**config.mk**
```make
export PLATFORM = sky130hd
export DESIGN_NAME = reg_scoreboard_flat
export DESIGN_NICKNAME = d
export VERILOG_FILES = /design/src/rtl/core_pkg.sv /design/src/rtl/reg_scoreboard_if.sv /design/src/rtl/sb_counter.sv /design/src/rtl/reg_scoreboard.sv /design/src/flat_wrapper.sv
export SDC_FILE = /design/constraint.sdc
export NUM_CORES = 1
export LEC_CHECK = 0
export CORE_MARGIN = 5
export CORE_UTILIZATION = 38
export CTS_BUF_LIST = sky130_fd_sc_hd__clkbuf_4
export DETAILED_ROUTE_END_ITERATION = 10
export GPL_TIMING_DRIVEN = 0
export PLACE_DENSITY_LB_ADDON = 0.1
export SETUP_SLACK_MARGIN = 0.15
export SYNTH_ARGS = -nofsm -noshare
export SYNTH_HDL_FRONTEND = slang
export SYNTH_HIERARCHICAL = 1
export SYNTH_SLANG_ARGS = --single-unit
```
**constraint.sdc**
```tcl
create_clock -name clk -period 4.5 [get_ports clk]
set_clock_uncertainty 0.2 [all_clocks]
set_input_delay 0.9 -clock clk [delete_from_list [all_inputs] [get_ports clk]]
set_output_delay 0.9 -clock clk [all_outputs]
set_load 0.01 [all_outputs]
```
**src/rtl/core_pkg.sv**
```systemverilog
// -----------------------------------------------------------------------------
// core_pkg
// Shared definitions for the decode-side hazard logic of the ARM-subset core:
// register index width, number of architectural registers that are tracked,
// the PC index (never tracked), and the width of each scoreboard counter.
// No ports (package).
// -----------------------------------------------------------------------------
package core_pkg;

    localparam int REG_IDX_W     = 4;
    localparam int NUM_ARCH_REGS = 15;
    localparam logic [REG_IDX_W-1:0] PC_IDX = 4'd15;

    // Width of each per-register in-flight counter
    localparam int SB_CNT_W = 2;

    typedef logic [REG_IDX_W-1:0] reg_idx_t;

    // R15 is the PC: it is written by the fetch logic, not through WB,
    // so it never takes part in hazard tracking.
    function automatic logic isTracked(input reg_idx_t idx);
        return idx != PC_IDX;
    endfunction

endpackage

```
**src/rtl/reg_scoreboard_if.sv**
```systemverilog
// -----------------------------------------------------------------------------
// reg_scoreboard_if
// Groups the ID issue request, the WB retire port and the scoreboard results.
//   master : core side   (drives id_* / wb_*, receives stall/issue/pending/err)
//   slave  : scoreboard  (receives id_* / wb_*, drives stall/issue/pending/err)
// Signals:
//   id_valid, id_flush, id_src1, id_src2, id_two_src, id_wb_en, id_dest
//   wb_en, wb_dest
//   stall, issue, pending[14:0], overflow_err
// -----------------------------------------------------------------------------
interface reg_scoreboard_if;
    import core_pkg::*;

    logic                      id_valid;
    logic                      id_flush;
    reg_idx_t                  id_src1;
    reg_idx_t                  id_src2;
    logic                      id_two_src;
    logic                      id_wb_en;
    reg_idx_t                  id_dest;
    logic                      wb_en;
    reg_idx_t                  wb_dest;
    logic                      stall;
    logic                      issue;
    logic [NUM_ARCH_REGS-1:0]  pending;
    logic                      overflow_err;

    modport master (
        output id_valid, id_flush, id_src1, id_src2, id_two_src, id_wb_en,
               id_dest, wb_en, wb_dest,
        input  stall, issue, pending, overflow_err
    );

    modport slave (
        input  id_valid, id_flush, id_src1, id_src2, id_two_src, id_wb_en,
               id_dest, wb_en, wb_dest,
        output stall, issue, pending, overflow_err
    );

endinterface

```
**src/rtl/sb_counter.sv**
```systemverilog
// -----------------------------------------------------------------------------
// sb_counter
// One in-flight write counter for a single architectural register.
// Ports:
//   clk, rst       clock, synchronous active-high reset
//   i_inc          a writer of this register issues this cycle
//   i_dec          a write to this register retires this cycle
//   o_cnt          current count
//   o_nonzero      count is not zero (registered-state derived)
//   o_underflow    a retire arrived while the count was zero (combinational)
// -----------------------------------------------------------------------------
module sb_counter #(
    parameter int CNT_W = 2
) (
    input  logic             clk,
    input  logic             rst,
    input  logic             i_inc,
    input  logic             i_dec,
    output logic [CNT_W-1:0] o_cnt,
    output logic             o_nonzero,
    output logic             o_underflow
);

    logic [CNT_W-1:0] r_cnt;

    // A retire with nothing in flight means the core lost track of a write;
    // the count is held at zero and the event is reported to the parent.
    assign o_underflow = i_dec && !i_inc && (r_cnt == '0);

    // Simultaneous issue and retire cancel out. Increment cannot wrap because
    // the parent stalls any writer that would push the count past its max.
    always_ff @(posedge clk) begin
        if (rst) begin
            r_cnt <= '0;
        end else if (i_inc && !i_dec) begin
            r_cnt <= r_cnt + 1'b1;
        end else if (i_dec && !i_inc && (r_cnt != '0)) begin
            r_cnt <= r_cnt - 1'b1;
        end
    end

    assign o_cnt     = r_cnt;
    assign o_nonzero = (r_cnt != '0);

endmodule

```
**src/rtl/reg_scoreboard.sv**
```systemverilog
// -----------------------------------------------------------------------------
// reg_scoreboard
// Decode-side hazard tracker in front of the register file read ports.
// Each destination claimed by an issued instruction bumps that register's
// in-flight counter; each WB write drops it. ID is stalled while any source
// it reads still has a write in flight, or while its destination counter is
// already full.
// Ports:
//   clk, rst   clock, synchronous active-high reset
//   sb         reg_scoreboard_if.slave (ID request, WB retire, results)
// -----------------------------------------------------------------------------
module reg_scoreboard
    import core_pkg::*;
#(
    parameter int NUM_REGS = NUM_ARCH_REGS,
    parameter int CNT_W    = SB_CNT_W
) (
    input  logic              clk,
    input  logic              rst,
    reg_scoreboard_if.slave   sb
);

    localparam logic [CNT_W-1:0] CNT_MAX = '1;

    logic [CNT_W-1:0]    w_cnt      [NUM_REGS];
    logic [CNT_W-1:0]    w_effCnt   [16];
    logic [NUM_REGS-1:0] w_inc;
    logic [NUM_REGS-1:0] w_dec;
    logic [NUM_REGS-1:0] w_nonzero;
    logic [NUM_REGS-1:0] w_underflow;
    logic                w_hz1;
    logic                w_hz2;
    logic                w_sat;
    logic                w_stall;
    logic                w_issue;
    logic                r_overflowErr;

    // The register file writes on negedge, so a register retiring this cycle
    // is already readable by ID: discount that retire before checking hazards.
    // Entry 15 (PC) stays zero so a PC index can be looked up without a guard.
    always_comb begin
        for (int i = 0; i < 16; i++) begin
            w_effCnt[i] = '0;
        end
        for (int i = 0; i < NUM_REGS; i++) begin
            w_effCnt[i] = w_cnt[i] - CNT_W'(w_dec[i] && (w_cnt[i] != '0));
        end
    end

    assign w_hz1   = isTracked(sb.id_src1) && (w_effCnt[sb.id_src1] != '0);
    assign w_hz2   = sb.id_two_src && isTracked(sb.id_src2)
                     && (w_effCnt[sb.id_src2] != '0);
    assign w_sat   = sb.id_wb_en && isTracked(sb.id_dest)
                     && (w_effCnt[sb.id_dest] == CNT_MAX);
    assign w_stall = sb.id_valid && !sb.id_flush && (w_hz1 || w_hz2 || w_sat);
    assign w_issue = sb.id_valid && !sb.id_flush && !w_stall;

    // One counter per tracked register; index 15 never matches any of them,
    // so PC writes and retires are ignored automatically.
    for (genvar g = 0; g < NUM_REGS; g++) begin : g_cnt
        assign w_inc[g] = w_issue && sb.id_wb_en && (sb.id_dest == REG_IDX_W'(g));
        assign w_dec[g] = sb.wb_en && (sb.wb_dest == REG_IDX_W'(g));

        sb_counter #(
            .CNT_W (CNT_W)
        ) u_cnt (
            .clk         (clk),
            .rst         (rst),
            .i_inc       (w_inc[g]),
            .i_dec       (w_dec[g]),
            .o_cnt       (w_cnt[g]),
            .o_nonzero   (w_nonzero[g]),
            .o_underflow (w_underflow[g])
        );
    end

    // Sticky error: once any retire hits an empty counter, it stays flagged
    // until reset so software/debug can see it happened.
    always_ff @(posedge clk) begin
        if (rst) begin
            r_overflowErr <= 1'b0;
        end else if (|w_underflow) begin
            r_overflowErr <= 1'b1;
        end
    end

    assign sb.stall        = w_stall;
    assign sb.issue        = w_issue;
    assign sb.pending      = w_nonzero;
    assign sb.overflow_err = r_overflowErr;

endmodule

```
**src/flat_wrapper.sv**
```systemverilog
// flat-port wrapper written by rule: the top's interface ports become plain ports
module reg_scoreboard_flat import core_pkg::*;
#(
    parameter int NUM_REGS = NUM_ARCH_REGS,
    parameter int CNT_W    = SB_CNT_W
)
  (clk, rst, sb_id_valid, sb_id_flush, sb_id_src1, sb_id_src2, sb_id_two_src, sb_id_wb_en, sb_id_dest, sb_wb_en, sb_wb_dest, sb_stall, sb_issue, sb_pending, sb_overflow_err);
  reg_scoreboard_if sb_i ();
  input  logic clk;
  input  logic rst;
  input wire logic [$bits(sb_i.id_valid)-1:0] sb_id_valid;
  input wire logic [$bits(sb_i.id_flush)-1:0] sb_id_flush;
  input wire logic [$bits(sb_i.id_src1)-1:0] sb_id_src1;
  input wire logic [$bits(sb_i.id_src2)-1:0] sb_id_src2;
  input wire logic [$bits(sb_i.id_two_src)-1:0] sb_id_two_src;
  input wire logic [$bits(sb_i.id_wb_en)-1:0] sb_id_wb_en;
  input wire logic [$bits(sb_i.id_dest)-1:0] sb_id_dest;
  input wire logic [$bits(sb_i.wb_en)-1:0] sb_wb_en;
  input wire logic [$bits(sb_i.wb_dest)-1:0] sb_wb_dest;
  output wire logic [$bits(sb_i.stall)-1:0] sb_stall;
  output wire logic [$bits(sb_i.issue)-1:0] sb_issue;
  output wire logic [$bits(sb_i.pending)-1:0] sb_pending;
  output wire logic [$bits(sb_i.overflow_err)-1:0] sb_overflow_err;
  assign sb_i.id_valid = sb_id_valid;
  assign sb_i.id_flush = sb_id_flush;
  assign sb_i.id_src1 = sb_id_src1;
  assign sb_i.id_src2 = sb_id_src2;
  assign sb_i.id_two_src = sb_id_two_src;
  assign sb_i.id_wb_en = sb_id_wb_en;
  assign sb_i.id_dest = sb_id_dest;
  assign sb_i.wb_en = sb_wb_en;
  assign sb_i.wb_dest = sb_wb_dest;
  assign sb_stall = sb_i.stall;
  assign sb_issue = sb_i.issue;
  assign sb_pending = sb_i.pending;
  assign sb_overflow_err = sb_i.overflow_err;
  reg_scoreboard #(.NUM_REGS(NUM_REGS), .CNT_W(CNT_W)) u_core (.clk(clk), .rst(rst), .sb(sb_i));
endmodule
```
# After elaboration in Yosys (flattened, before gate mapping)
# Cells that the tools add are included.
totals:
  word_cells: 336
  register_bits: 31
  input_bits: 23
  out_inout_bits: 18
op_classes:
  bitwise_logic: 3
  mux: 39
  n_reduce_logical: 198
  n_addsub: 45
  eq_ne: 32
  n_lt_le_gt_ge: 3
ops:
  columns: ["operator", "count"]
  rows:
  - ["logical AND 1 bit", 114]
  - ["two-way mux 2 bit", 36]
  - ["nonzero test 2 bit", 32]
  - ["== test 4 bit (second input constant)", 14]
  - ["== test 4 x 3 -> 1 bit (second input constant)", 8]
  - ["logical NOT 1 bit", 32]
  - ["adder 2 x 1 -> 2 bit (second input constant)", 15]
  - ["logical NOT 2 bit", 15]
  - ["subtractor 2 x 1 -> 2 bit", 15]
  - ["subtractor 2 x 1 -> 2 bit (second input constant)", 15]
  - ["binary-select mux 2 bit (select 4 bit)", 3]
  - ["== test 4 x 2 -> 1 bit (second input constant)", 4]
  - [">= comparator 5 bit (second input constant)", 3]
  - ["NOT 4 -> 5 bit", 3]
  - ["OR reduction 15 bit", 1]
  - ["inequality test 4 bit (second input constant)", 3]
  - ["== test 4 x 1 -> 1 bit (second input constant)", 2]
  - ["logical NOT 4 bit", 2]
  - ["== test 2 bit (second input constant)", 1]
  - ["logical OR 1 bit", 2]

# Logic depth before layout (Yosys ltp)
depth:
  ltp_word: 21
  mapped_depth: 15
  mapped_depth_nobuf: 14

# Hierarchy
# Netlist, hierarchy kept.
by_module_without_submodules:
  columns: ["module", "area_each_um2", "seq_area_each_um2", "n_inst", "cells_per_inst"]
  rows:
  - ["sb_counter", 133.9, 40.0, 15, 14]
  - ["reg_scoreboard", 1599.0, 20.0, 1, 225]

# Worst setup path after synthesis
# No wires, ideal clock.
synth_timing:
  path_kind: "input to output"
  from: "input sb_wb_dest[3]"
  to: "output sb_stall"
  path_buffers: 1
  path_stages: 11
  t_required_ns: 3.400
  t_arrival_ns: 3.602
  setup_slack_ns: -0.202
  cell_sequence: "or3b_2 -> nor3_1 -> o21a_1 -> ha_1 -> xnor2_2 -> nor2_1 -> mux4_2 -> o21ai_2 -> o22ai_4 -> buf_6 -> o21a_1"
synth_via:
  elab_chain_len: 12
  elab_cells_between_ends: 78
synth_rtl:
  columns: ["element", "line", "source"]
  rows:
  - ["from (decl)", "flat_wrapper.sv:19", "input wire logic [$bits(sb_i.wb_dest)-1:0] sb_wb_dest;"]
  - ["logical NOT 4 bit (*)", "reg_scoreboard.sv:62", "assign w_dec[g] = sb.wb_en && (sb.wb_dest == REG_IDX_W'(g));"]
  - ["logical AND 1 bit (*)", "reg_scoreboard.sv:62", null]
  - ["via u_core.w_dec[0]", "reg_scoreboard.sv:28", "logic [NUM_REGS-1:0] w_dec;"]
  - ["logical AND 1 bit (*)", "reg_scoreboard.sv:46", "w_effCnt[i] = w_cnt[i] - CNT_W'(w_dec[i] && (w_cnt[i] != '0));"]
  - ["subtractor 2 x 1 -> 2 bit (*)", "reg_scoreboard.sv:46", null]
  - ["binary-select mux 2 bit (select 4 bit) (on tied branches)", "reg_scoreboard.sv:50, reg_scoreboard.sv:52", null]
  - ["two-way mux 2 bit (on tied branches) (2 in series)", "reg_scoreboard.sv:50, reg_scoreboard.sv:52", null]
  - ["nonzero test 2 bit (on tied branches)", "reg_scoreboard.sv:50, reg_scoreboard.sv:52", null]
  - ["logical AND 1 bit (on tied branches)", "reg_scoreboard.sv:50, reg_scoreboard.sv:52", null]
  - ["logical OR 1 bit", "reg_scoreboard.sv:55", "assign w_stall = sb.id_valid && !sb.id_flush && (w_hz1 || w_hz2 || w_sat);"]
  - ["logical OR 1 bit (*)", "reg_scoreboard.sv:55", null]
  - ["logical AND 1 bit (*)", "reg_scoreboard.sv:55", null]
  - ["to (decl)", "flat_wrapper.sv:20", "output wire logic [$bits(sb_i.stall)-1:0] sb_stall;"]
# The timed path passes the listed nets; every way through them passes the cells marked *. The select of a mux whose other input is x is not followed.

# Worst setup path in the final report
layout_timing:
  from: "input sb_wb_dest[3]"
  to: "output sb_issue"
layout_via:
  elab_chain_len: 14
  elab_cells_between_ends: 80
layout_rtl:
  columns: ["element", "line", "source"]
  rows:
  - ["logical NOT 4 bit (*)", "reg_scoreboard.sv:62", null]
  - ["logical AND 1 bit (*)", "reg_scoreboard.sv:62", null]
  - ["via u_core.w_dec[0]", "reg_scoreboard.sv:28", null]
  - ["logical AND 1 bit (*)", "reg_scoreboard.sv:46", null]
  - ["subtractor 2 x 1 -> 2 bit (*)", "reg_scoreboard.sv:46", null]
  - ["binary-select mux 2 bit (select 4 bit) (on tied branches)", "reg_scoreboard.sv:50, reg_scoreboard.sv:52", null]
  - ["two-way mux 2 bit (on tied branches) (2 in series)", "reg_scoreboard.sv:50, reg_scoreboard.sv:52", null]
  - ["nonzero test 2 bit (on tied branches)", "reg_scoreboard.sv:50, reg_scoreboard.sv:52", null]
  - ["logical AND 1 bit (on tied branches)", "reg_scoreboard.sv:50, reg_scoreboard.sv:52", null]
  - ["logical OR 1 bit", "reg_scoreboard.sv:55", null]
  - ["logical OR 1 bit (*)", "reg_scoreboard.sv:55", null]
  - ["logical AND 1 bit (*)", "reg_scoreboard.sv:55", null]
  - ["logical NOT 1 bit (*)", "reg_scoreboard.sv:56", "assign w_issue = sb.id_valid && !sb.id_flush && !w_stall;"]
  - ["logical AND 1 bit (*)", "reg_scoreboard.sv:56", null]
  - ["to (decl)", "flat_wrapper.sv:21", "output wire logic [$bits(sb_i.issue)-1:0] sb_issue;"]
# Marks and branches as above.

==> flow_summary_export.csv <==
group,metric,value,unit
grt,grt_pass1_vias,3358,
floorplan,die_w,107,um
power,p_leak,1.73,nW
drt,drt-vias-per-instance,5.46,
placement,dp.final_hpwl,7.70,mm
clocking,worstSkewPairLatency,0.34,ns
power,vdd_ir_drop_max,0.0000887,V
finish,fin_nets,546,
drt,drcViolationCount,0,
sta,worst_slew_pin_slew,0.814,ns
setup_path,end_kind,"output port",
logic_synthesis,synth_top_family_by_area,"simple AND/OR/NAND/NOR gates",
run_status,status,"finished, violations left",
floorplan,boundaryPins,41,
grt,grt_use_total,18.0,%
setup_path,crit_arrival,3.52,ns
sta,relSlewSlack,45.7,%
finish,design_area,4810,um2
logic_synthesis,synth-seq-area-share,17.2,%
drt,routedWlPerCell,16.3,um
clocking,clk_pin_slew_worst_paths,0.11,ns
clocking,htreeDepth,2,
placement,place.gp.congestion,0.896,
drt,final_antenna_net_count,0,
drt,dr.pass1.iters,4,
finish,synthToLayoutAreaGrowth,33.4,%
setup_path,path_class,"in -> out",
setup_path,path_max_fanout,5,
logic_synthesis,synth_cell_types,52,
logic_synthesis,synth_edf_count,0,
grt,grt-ovfl-total,0,
finish,n_antenna_cell,0,
sta,fmax,0.217,GHz
sta,setup_viol,2,
sta,layout_setup_ws,-0.117,ns
setup_path,worstPathRequired,3.40,ns
floorplan,die_h,107,um
sta,tns,-0.132,ns
flow_run,drv_cap,0,
logic_synthesis,synth_fa_ha_area_share,5.20,%
clocking,cts_tree,"built",
setup_path,start_kind,"input pin",
placement,port_buffers,38,
drt,routed_wl,10.4,mm
grt,antenna_found_initial,0,
clocking,cts_num_sinks,31,
clocking,numCtsBuffers,5,
sta,final_hold_viol_count,0,
floorplan,fp-row-count,35,
logic_synthesis,ys.flop_type,"dfxtp_1",
power,total_power,0.000641,W
sta,period_share,103,%
logic_synthesis,synth_warnings,6,
logic_synthesis,synth.area.mux_share,5.41,%
sta,slew_violations,0,
logic_synthesis,synth_xor_area_share,7.91,%
logic_synthesis,postSynthAreaPerCell,8.29,um2
logic_synthesis,synth_compound_area_share,19.8,%
clocking,cts-root-buf,"clkbuf_4",
drt,first_iter_violations,150,
floorplan,floorplan.initialDensity,39.0,%
sta,period_needed,4.62,ns
power,power_density,133,nW/um2
placement,place_ws,-1.41,ns
placement,post_dp_cell_area,4180,um2
logic_synthesis,synth_nets,473,
logic_synthesis,syn_area,3610,um2
logic_synthesis,synth_seq_cells,31,
drt,vias,3483,
logic_synthesis,async_flop_share,0,%
grt,grt_pass1_wl,16.6,mm
logic_synthesis,syn_inst,435,
grt,grt_max_degree,32,
floorplan,dieArea,11500,um2
sta,rsz0062_at_grt,"yes",
worst_hold_path,hold_class,"reg -> reg",
clocking,cts_buffer_depth,2,
floorplan,core-area,9240,um2
logic_synthesis,synthSimpleGateAreaFrac,40.2,%
finish,drive_gt1_share,35.6,%
run_status,violations,"setup timing",
==> layer usage <==
metal	routed length (um)	up-vias	global-route usage, %
met3	349	16	2.76
li1	-	1723	-
met2	5280	70	32.0
met4	267	0	5.77
met5	0	-	0
met1	4520	1674	22.3
==> worst max-delay path, stage by stage <==
cell,delay (ns)
buf_8,0.10
or3b_4,0.46
nor3_4,0.20
o21a_1,0.18
ha_4,0.16
xnor2_4,0.13
nand2_1,0.07
mux4_2,0.47
nand2_2,0.10
nand4_4,0.13
buf_8,0.16
buf_8,0.12
nor3_4,0.17
buf_2,0.16
==> kinds of logic (layout without fill, tap and decap cells) <==
kind of cell / Yosys count / after routing
AND/OR/NAND/NOR: 230 / 230
AO/OA/AOI/OAI: 79 / 79
buffers and inverters: 33 / 107
flip-flops: 31 / 31
XOR/XNOR: 30 / 30
multiplexers: 17 / 17
adder cells (fa/ha/maj): 15 / 15
==> registers in the layout, summed over array words and instances, names as in the netlist <==
name,flops
u_core/g_cnt.u_cnt/o_cnt,30
u_core/sb.overflow_err,1
==> synth_stat cells, types with 5 or more instances <==
cell type / instances / share of area [%]
nor2_2: 15 / 2.6
o32ai_1: 5 / 1.2
buf_2: 5 / 0.69
a221oi_2: 15 / 6.2
nand2b_2: 15 / 3.6
nor4_1: 10 / 1.7
nand3b_1: 19 / 4.0
o21a_1: 16 / 3.3
xor2_1: 23 / 5.6
nor3_2: 9 / 2.5
nand2_1: 37 / 3.9
a21oi_1: 16 / 2.2
nor2b_4: 15 / 5.7
nor3_1: 21 / 2.9
nor2_1: 39 / 4.1
inv_1: 24 / 2.5
dfxtp_1: 31 / 17
nand2b_1: 6 / 1.0
nand3_1: 11 / 1.5
or2_2: 16 / 2.8
nor2b_1: 7 / 1.2
o211ai_1: 5 / 1.0
ha_1: 15 / 5.2
mux2i_1: 15 / 4.2
==> placed cells by master (no fill, tap or decap), types with 3 or more instances in the layout <==
master            n
nand2_1          36
dfxtp_1          31
clkdlybuf4s50_1  30
nor2_1           28
inv_1            24
buf_4            24
xor2_1           22
nand3b_1         19
nor3_1           17
o21a_1           16
nor2_2           16
a21oi_1          16
or2_2            16
nand2b_2         15
nor2b_4          15
mux2i_1          15
a221oi_2         15
ha_1             13
nand3_1          11
nor3_4           10
nor2_4           10
clkbuf_4          8
buf_2             8
nor2b_1           7
nor4_4            7
buf_6             5
o211ai_1          5
buf_8             4
nand2b_1          4
xnor2_1           4
o32ai_1           4
a32oi_1           3
nor3_2            3
==> area by class of cell <==
cell class | count | area (um2)
Multi-Input combinational cell | 371 | 3210
Tap cell | 129 | 161
Timing Repair Buffer | 66 | 606
Clock inverter | 2 | 7.51
Buffer | 8 | 66.3
Sequential cell | 31 | 621
Inverter | 25 | 93.8
Clock buffer | 6 | 45.0
Fill cell | 891 | 4430
==> through the flow <==
| step | hold WS [ns] | std cells | utilization (%) |
|---|---|---|---|
| floorplan | 0.332 | 435 | - |
| global placement | 0.378 | 602 | 45.2 |
| CTS | 0.400 | 633 | 50.8 |
| detailed placement | 0.384 | 602 | 45.2 |
| finish | 0.402 | 638 | 52.1 |
| global route | 0.430 | 638 | 52.1 |
==> report_power, final <==
| part | internal (W) | switching, W |
|---|---|---|
| Sequential | 0.000276 | 0.00000217 |
| Combinational | 0.0000788 | 0.000105 |
| Clock | 0.0000641 | 0.000114 |
==> what timing repair did <==
item	4_1_cts	5_1_grt
setup buffers	23	5
setup endpoints to repair	33	3
pin swaps	23	17
endpoints found under the hold margin	0	0
hold buffers	0	0
gates resized for setup	88	13
==> worst paths after layout <==
path / cells after the start / start / endpoint / slack, ns
worst max-delay path: 14 / sb_wb_dest[3] / sb_issue / -0.12
worst min-delay path: 1 / u_core/g_cnt[3].u_cnt/o_cnt[0]$_SDFFE_PP0P_ / u_core/g_cnt[3].u_cnt/o_cnt[0]$_SDFFE_PP0P_ / 0.40
worst max register to register: 15 / u_core/g_cnt[1].u_cnt/o_cnt[0]$_SDFFE_PP0P_ / u_core/sb.overflow_err$_SDFFE_PP0P_ / 0.84
worst min register to register: 1 / u_core/g_cnt[3].u_cnt/o_cnt[0]$_SDFFE_PP0P_ / u_core/g_cnt[3].u_cnt/o_cnt[0]$_SDFFE_PP0P_ / 0.40
Note: power is estimated with default switching activity, not from simulation.
